--- src/rtl/fifo_wr_arbiter.sv ---
// fifo_wr_arbiter
//   Round-robin arbiter that shares one FIFO write port among NREQ
//   producers. Each producer uses a valid/ready handshake. The winner is
//   granted for a burst of up to MAX_BURST beats. The FIFO is never written
//   while it reports full. A beat counter per requester is kept for debug.
//
// Ports
//   clk, resetn    clock; asynchronous active-low reset
//   req_valid      per-requester data valid
//   req_data       packed data; requester i occupies bits [i*DW +: DW]
//   req_ready      per-requester accept (at most one bit high)
//   fifo_full      FIFO full flag
//   fifo_wr_enb    FIFO write enable (same cycle as the accepted beat)
//   fifo_wr_data   FIFO write data; holds the last written word when idle
//   grant_id       current or most recent granted requester
//   busy           high while a burst grant is active
//   beat_cnt_sel   selects which requester's beat counter is shown
//   beat_cnt       beats accepted from the selected requester (0 if out of range)
module fifo_wr_arbiter #(
  parameter int NREQ      = 4,
  parameter int DW        = 16,
  parameter int MAX_BURST = 4
) (
  input  logic               clk,
  input  logic               resetn,
  input  logic [NREQ-1:0]    req_valid,
  input  logic [NREQ*DW-1:0] req_data,
  output logic [NREQ-1:0]    req_ready,
  input  logic               fifo_full,
  output logic               fifo_wr_enb,
  output logic [DW-1:0]      fifo_wr_data,
  output logic [2:0]         grant_id,
  output logic               busy,
  input  logic [2:0]         beat_cnt_sel,
  output logic [15:0]        beat_cnt
);

  typedef enum logic {IDLE = 1'b0, BURST = 1'b1} state_t;

  state_t        state, state_nxt;
  logic [3:0]    burst_cnt;
  logic [15:0]   beat_cnt_q [NREQ];
  logic [DW-1:0] wr_data_q;
  logic          g_valid;
  logic [DW-1:0] g_data;
  logic [2:0]    winner;
  logic          beat;
  logic          last_beat;

  // Granted lane: valid and data of requester grant_id
  always_comb begin
    g_valid = 1'b0;
    g_data  = '0;
    for (int i = 0; i < NREQ; i++) begin
      if (grant_id == 3'(i)) begin
        g_valid = req_valid[i];
        g_data  = req_data[i*DW +: DW];
      end
    end
  end

  // Round-robin search starting at grant_id+1. Offsets are scanned from the
  // farthest to the nearest so the last assignment is the nearest valid one.
  always_comb begin
    winner = grant_id;
    for (int k = NREQ; k >= 1; k--) begin
      for (int j = 0; j < NREQ; j++) begin
        if (req_valid[j] && ((int'(grant_id) + k) % NREQ) == j) begin
          winner = 3'(j);
        end
      end
    end
  end

  assign beat      = (state == BURST) && g_valid && !fifo_full;
  assign last_beat = beat && (burst_cnt == 4'(MAX_BURST - 1));

  // FSM state register
  always_ff @(posedge clk or negedge resetn) begin
    if (!resetn) state <= IDLE;
    else         state <= state_nxt;
  end

  // FSM next state. A full FIFO while the granted producer is valid releases
  // the grant so another producer can win once space frees up.
  always_comb begin
    state_nxt = state;
    case (state)
      IDLE:    if ((|req_valid) && !fifo_full) state_nxt = BURST;
      BURST:   if (!g_valid || fifo_full || last_beat) state_nxt = IDLE;
      default: state_nxt = IDLE;
    endcase
  end

  // FSM outputs: ready and write strobe are combinational from the inputs
  // so a beat reaches the FIFO in the cycle it is accepted.
  always_comb begin
    req_ready    = '0;
    fifo_wr_enb  = 1'b0;
    fifo_wr_data = wr_data_q;
    busy         = 1'b0;
    if (state == BURST) begin
      busy = 1'b1;
      for (int i = 0; i < NREQ; i++) begin
        if (grant_id == 3'(i)) req_ready[i] = !fifo_full;
      end
      if (beat) begin
        fifo_wr_enb  = 1'b1;
        fifo_wr_data = g_data;
      end
    end
  end

  // Grant, burst length and last written word
  always_ff @(posedge clk or negedge resetn) begin
    if (!resetn) begin
      grant_id  <= 3'(NREQ - 1);
      burst_cnt <= '0;
      wr_data_q <= '0;
    end else begin
      if (state == IDLE && state_nxt == BURST) begin
        grant_id  <= winner;
        burst_cnt <= '0;
      end else if (beat) begin
        burst_cnt <= burst_cnt + 4'd1;
      end
      if (beat) wr_data_q <= g_data;
    end
  end

  // Per-requester beat counters, wrapping modulo 2^16
  always_ff @(posedge clk or negedge resetn) begin
    if (!resetn) begin
      for (int i = 0; i < NREQ; i++) beat_cnt_q[i] <= '0;
    end else begin
      for (int i = 0; i < NREQ; i++) begin
        if (beat && grant_id == 3'(i)) beat_cnt_q[i] <= beat_cnt_q[i] + 16'd1;
      end
    end
  end

  always_comb begin
    beat_cnt = '0;
    for (int i = 0; i < NREQ; i++) begin
      if (beat_cnt_sel == 3'(i)) beat_cnt = beat_cnt_q[i];
    end
  end

endmodule

--- config.mk ---
export PLATFORM = sky130hd
export DESIGN_NAME = fifo_wr_arbiter
export DESIGN_NICKNAME = d
export VERILOG_FILES = /design/src/rtl/fifo_wr_arbiter.sv
export SDC_FILE = /design/constraint.sdc
export NUM_CORES = 1
export LEC_CHECK = 0
export BUFFER_PORTS_ARGS = -buffer_cell sky130_fd_sc_hd__buf_2
export CELL_PAD_IN_SITES_DETAIL_PLACEMENT = 0
export CELL_PAD_IN_SITES_GLOBAL_PLACEMENT = 1
export CORE_MARGIN = 1
export CORE_UTILIZATION = 43
export DETAILED_ROUTE_END_ITERATION = 10
export PLACE_DENSITY = 0.77
export SETUP_SLACK_MARGIN = 0.02
export SLEW_MARGIN = 10
export SYNTH_ARGS = -nofsm -noshare
export SYNTH_HDL_FRONTEND = slang
export SYNTH_SLANG_ARGS = --single-unit
--- constraint.sdc ---
create_clock -name clk -period 2.7 [get_ports clk]
set_input_delay 0.27 -clock clk [delete_from_list [all_inputs] [get_ports clk]]
set_output_delay 0.27 -clock clk [all_outputs]
set_load 0.1 [all_outputs]
Yosys cells after proc, flatten, opt, wreduce, memory -nomap -nowiden
Cells that the tools add are included.
{ "word_totals": {"ff_bits": 88, "latch_bits": 0, "ramBits": 0, "romBits": 0, "in_bits": 74, "word_cells": 127, "mem_count": 0} }
{ "classes": {"n_addsub": 9, "multipliers": 0, "div_mod_pow": 0, "n_lt_le_gt_ge": 0, "eq_ne": 19, "shifts": 0, "muxes": 43, "bitwise_logic": 5, "reduce_logical": 43} }
{ "ops": {"columns": ["operator", "n"], "rows": [
  ["$mux 16", 10],
  ["$logic_not 32->1", 4],
  ["$add 16x1->16 const B", 4],
  ["$mux 3", 16],
  ["$logic_and 1x1->1", 25],
  ["$eq 3x2->1 const B", 8],
  ["$eq 3x3->1 const B", 8],
  ["$reduce_bool 16->1", 1],
  ["$mux 1", 13],
  ["$mux 4", 3],
  ["$reduce_or 2->1", 4],
  ["$eq 3x1->1 const B", 2],
  ["$logic_not 3->1", 2],
  ["$add 2x1->2 const B", 2],
  ["$add 2x2->2 const B", 2],
  ["$add 4x1->4 const B", 1],
  ["$and 1x1->1 const A", 4],
  ["$eq 4x2->1 const B", 1],
  ["$reduce_or 4->1", 1],
  ["$logic_not 1->1", 2],
  ["$logic_or 1x1->1", 2],
  ["$pmux 1 s2", 1],
  ["$reduce_and 2->1", 1],
  ["$reduce_bool 2->1", 1],
  ["$not 1->1", 1]
]} }

Depth between registers and ports, before layout
{ "logic_depth": {"depth_word": 21, "depth_mapped": 7} }

Worst setup path before layout
OpenSTA, ideal clock, no wires.
{ "synth_path": {"path_kind": "reg-to-reg", "start": "register state", "end": "register beat_cnt_q[51] in the netlist's numbering", "arrival_time_ns": 5.090, "t_required_ns": 2.621, "slack_ns": -2.469, "stages_incl_launch_ff": 5, "n_path_buf": 0, "synth_period_minus_slack_ns": 5.169, "path_cell_list": "dfrtp_1 -> nor4b_1 -> nand2_1 -> nor2_1 -> xor2_1"} }
{ "synth_between": {"elab_chain_len": 3} }
{ "synth_rtl": {"columns": ["item", "line_no", "rtl"], "rows": [
  ["start, declared", "40", "state_t state, state_nxt;"],
  ["start signal, assigned", "81", "else state <= state_nxt;"],
  ["$logic_and 1x1->1 (2 in a row)", "75", "assign beat = (state == BURST) && g_valid && !fifo_full;"],
  ["$logic_and 1x1->1", "137", "if (beat && grant_id == 3'(i)) beat_cnt_q[i] <= beat_cnt_q[i] + 16'd1;"],
  ["end signal, assigned by index", "137", null],
  ["end, declared", "42", "logic [15:0] beat_cnt_q [NREQ];"]
]} }
Every way passes these cells.
A chain may end at the register's enable or synchronous reset.

Final worst setup path
{ "layout_path": {"start": "register grant_id[0]", "end": "output port fifo_wr_data[15]"} }
{ "layout_between": {"elab_chain_len": 9, "word_cells_on_any_way": 16, "classes_between": "eq/ne (3); mux (10); reduce/logical (3)"} }
{ "layout_rtl": {"columns": ["item", "line_no", "rtl"], "rows": [
  ["start, declared", "32", "output logic [2:0] grant_id,"],
  ["start signal, assigned", "117", "grant_id <= 3'(NREQ - 1);"],
  ["start signal, assigned", "122", "grant_id <= winner;"],
  ["$logic_not 3->1", "55", "if (grant_id == 3'(i)) begin"],
  ["$mux 1 (4 in a row)", "55", null],
  ["$logic_and 1x1->1 (2 in a row)", "75", null],
  ["$mux 16 *", "107", "if (beat) begin"],
  ["$mux 16 *", "102", "if (state == BURST) begin"],
  ["end, declared", "31", "output logic [DW-1:0] fifo_wr_data,"]
]} }
Mark *: on every way between the ends. The rest lies on a longest branch, timed or not.

==> reports/summary.txt <==
Buf+Inv Stages, Crit Path -> 2
initial antenna violation count -> 0
routed length on met2 -> 5.42 mm
Core Area -> 0.0114 mm2
post-DR wirelength/cell -> 16.9 um
Final Cycle Share -> 95.9%
Yosys reg bits -> 87
synth warn -> 0
register area -> 0.00218 mm2
CTS tree -> built
reg-to-reg startpoint -> grant_id[1]
hold_ws -> 0.330 ns
CTS H-tree lvls -> 3
Routed WL -> 11.4 mm
Post-DRT Antenna Nets -> 0
Avg Cell Area, Syn -> 11.9 um2
status -> completed
FMAX -> 0.386 GHz
fill count -> 954
slowest stage delay, CP -> 0.70 ns
DR WL met3 -> 518 um
1st-pass router iterations -> 4
VDD IR max -> 1.45 mV
CP Max Fanout -> 36
most frequent cells in the layout -> buf_2 (95), dfrtp_1 (84), xnor2_1 (34), mux4_2 (33), nand2_1 (33)
CTS buffer count -> 9
area of the multi-input gates -> 0.00276 mm2
most common cell after layout, fill and taps aside -> buf_2
Power Density -> 1020 mW/mm2
diode count -> 0
pre-CTS setup slack -> 0.167 ns
Crit Path Class -> reg2out
NumNets Final -> 608
Layout area overhead -> 27.3%
Via-to-Cell Ratio -> 5.44
I/O Pins -> 115
die area -> 0.0121 mm2
Clock Latency Late Sink -> 0.34 ns
max cap viols -> 0
Worst Hold Class -> in2reg
slowest CP cell -> dfstp_4
R2R cell count -> 6
Primary FF master, synth -> dfrtp_1
highest metal used -> met4
vias -> 3686
post-layout util -> 56.1%
Final min period -> 2.59 ns
clk buf depth -> 2
M1 WL -> 5.20 mm
syn_nets -> 500
global-route wire length before repair -> 18.3 mm
family with the most delay on the worst path -> flip-flops
Setup Viol. Count Final -> 0
Worst-path clk slew -> 0.06 ns
clock sink count -> 87
Total Routing Usage GR -> 20.2%
setup bufs post-CTS -> 0
# rows -> 39
starting density of the core -> 44.1%
die height -> 110 um
layout cells sized above 1 -> 41.4%
Setup TNS -> 0 ns
clock skew -> 0.00896 ns
Worst Setup End Kind -> output port
pin count of the biggest net entering global routing -> 88
Post-synth EDFFs -> 0
Unique masters post-synth -> 42
Post-Layout Cell Count -> 677
Final Hold Vio Count -> 0
hold_sp -> req_valid[0]
Least-Margin Pin Slew -> 0.523 ns
RSZ-0062 raised after global routing -> false
Cells on Worst Hold Path -> 3
gp weighted congestion -> 0.810
worst setup margin -> 0.111 ns
Static Leak -> 2.96 nW
Post-Syn Instances -> 421
Die Span X -> 110 um
initial drt markers -> 249
WP data arrival -> 2.32 ns
Slew Limit Fails -> 0
grt ovf -> 0
Seq/Total Area, Yosys -> 43.5%
Endpoint, Worst Hold -> beat_cnt_q[48]
required time at the worst-slack endpoint -> 2.43 ns
worst-path cell chain -> mux4_2, o211ai_2, inv_6, mux2_2, buf_12
reg2reg end -> beat_cnt_q[1]
vias in the first global route -> 3496
HPWL after DPL -> 8.61 mm
relative slew slack -> 65.1%
Root Driver -> clkbuf_16
Async SR Flop Fraction -> 100%
Worst Setup Start Kind -> flop
Post-Place Cells -> 660
mapped cell area -> 0.00501 mm2
FF-to-FF setup slack -> 0.62 ns
I/O Buffers -> 113
DRC -> 0
[worst max path at each step]
| stage | startpoint | endpoint | cells past startpoint |
|---|---|---|---|
| after global routing | grant_id[1] | fifo_wr_data[5] | 6 |
| after global placement | grant_id[0] | fifo_wr_data[1] | 5 |
| after CTS | grant_id[0] | fifo_wr_data[12] | 5 |
| after floorplan | grant_id[1] | fifo_wr_data[12] | 5 |
| after detailed placement | grant_id[0] | fifo_wr_data[12] | 5 |
| final | grant_id[0] | fifo_wr_data[15] | 5 |
[layout make-up]
type	count	share of cell area (%)
Multi-Input combinational cell	304	43.3
Sequential cell	87	34.2
Timing Repair Buffer	120	14.1
Clock buffer	9	3.53
Tap cell	143	2.80
Clock inverter	7	1.49
Inverter	7	0.490
[synth_stat cells, drive strengths merged (2+ instances only)]
cell type	number	area, um2
and3	11	68.8
nand3	25	125
clkbuf	9	33.8
o211ai	3	27.5
xnor2	34	298
o31ai	2	15.0
a21oi	3	15.0
and2	4	25.0
nor3	10	50.1
and4	8	70.1
nand2	34	128
ha	5	62.6
nor2b	19	119
nor4	10	62.6
nor2	13	48.8
buf	14	88.8
dfstp	2	52.6
mux2	33	372
nand4	13	81.3
mux4	33	743
inv	7	26.3
dfrtp	85	2130
xor2	27	236
o21ai	4	20.0
[worst min-delay path, cell delays in order]
cell	delay, ns
buf_2	0.14
nand2_1	0.14
xnor2_1	0.08
[per-layer routing]
| metal | GRT usage, % | vias up |
|---|---|---|
| met3 | 2.61 | 20 |
| met5 | 0 | - |
| met4 | 8.76 | 0 |
| met1 | 28.2 | 1812 |
| met2 | 31.7 | 99 |
| li1 | - | 1755 |
[where the power goes]
part	switching, W	internal, W	total, W
combinational	0.00207	0.00134	0.00341
clock	0.000511	0.000812	0.00132
sequential	0.000212	0.00154	0.00175
total	0.00279	0.00369	0.00648
[kinds of logic after synthesis]
group | share of synthesized area, %
AND/OR/NAND/NOR | 17.0
flip-flops | 43.5
multiplexers | 22.5
XOR/XNOR | 10.7
buffers and inverters | 2.97
AO/OA/AOI/OAI | 2.12
adder cells (fa/ha/maj) | 1.25
other | 0.0749
[state kept, by name, indices dropped and copies added, names as in the netlist]
signal,count
beat_cnt_q,64
burst_cnt,4
grant_id,2
state,1
wr_data_q,16
[stage by stage]
stage                     total power, W  instance area (um2)
after floorplan                  0.00419                 5100
after global placement           0.00515                 6030
after detailed placement         0.00518                 6030
after CTS                        0.00652                 6370
after global routing             0.00675                 6380
final                            0.00648                 6380
[what timing repair did]
action                     in CTS  in global routing
hold endpoints to repair        8                  0
gates resized for setup         3                  2
pin swaps                       0                  0
setup endpoints to repair      16                 15
hold buffers                    1                  0
(Power assumes the default switching activity.)
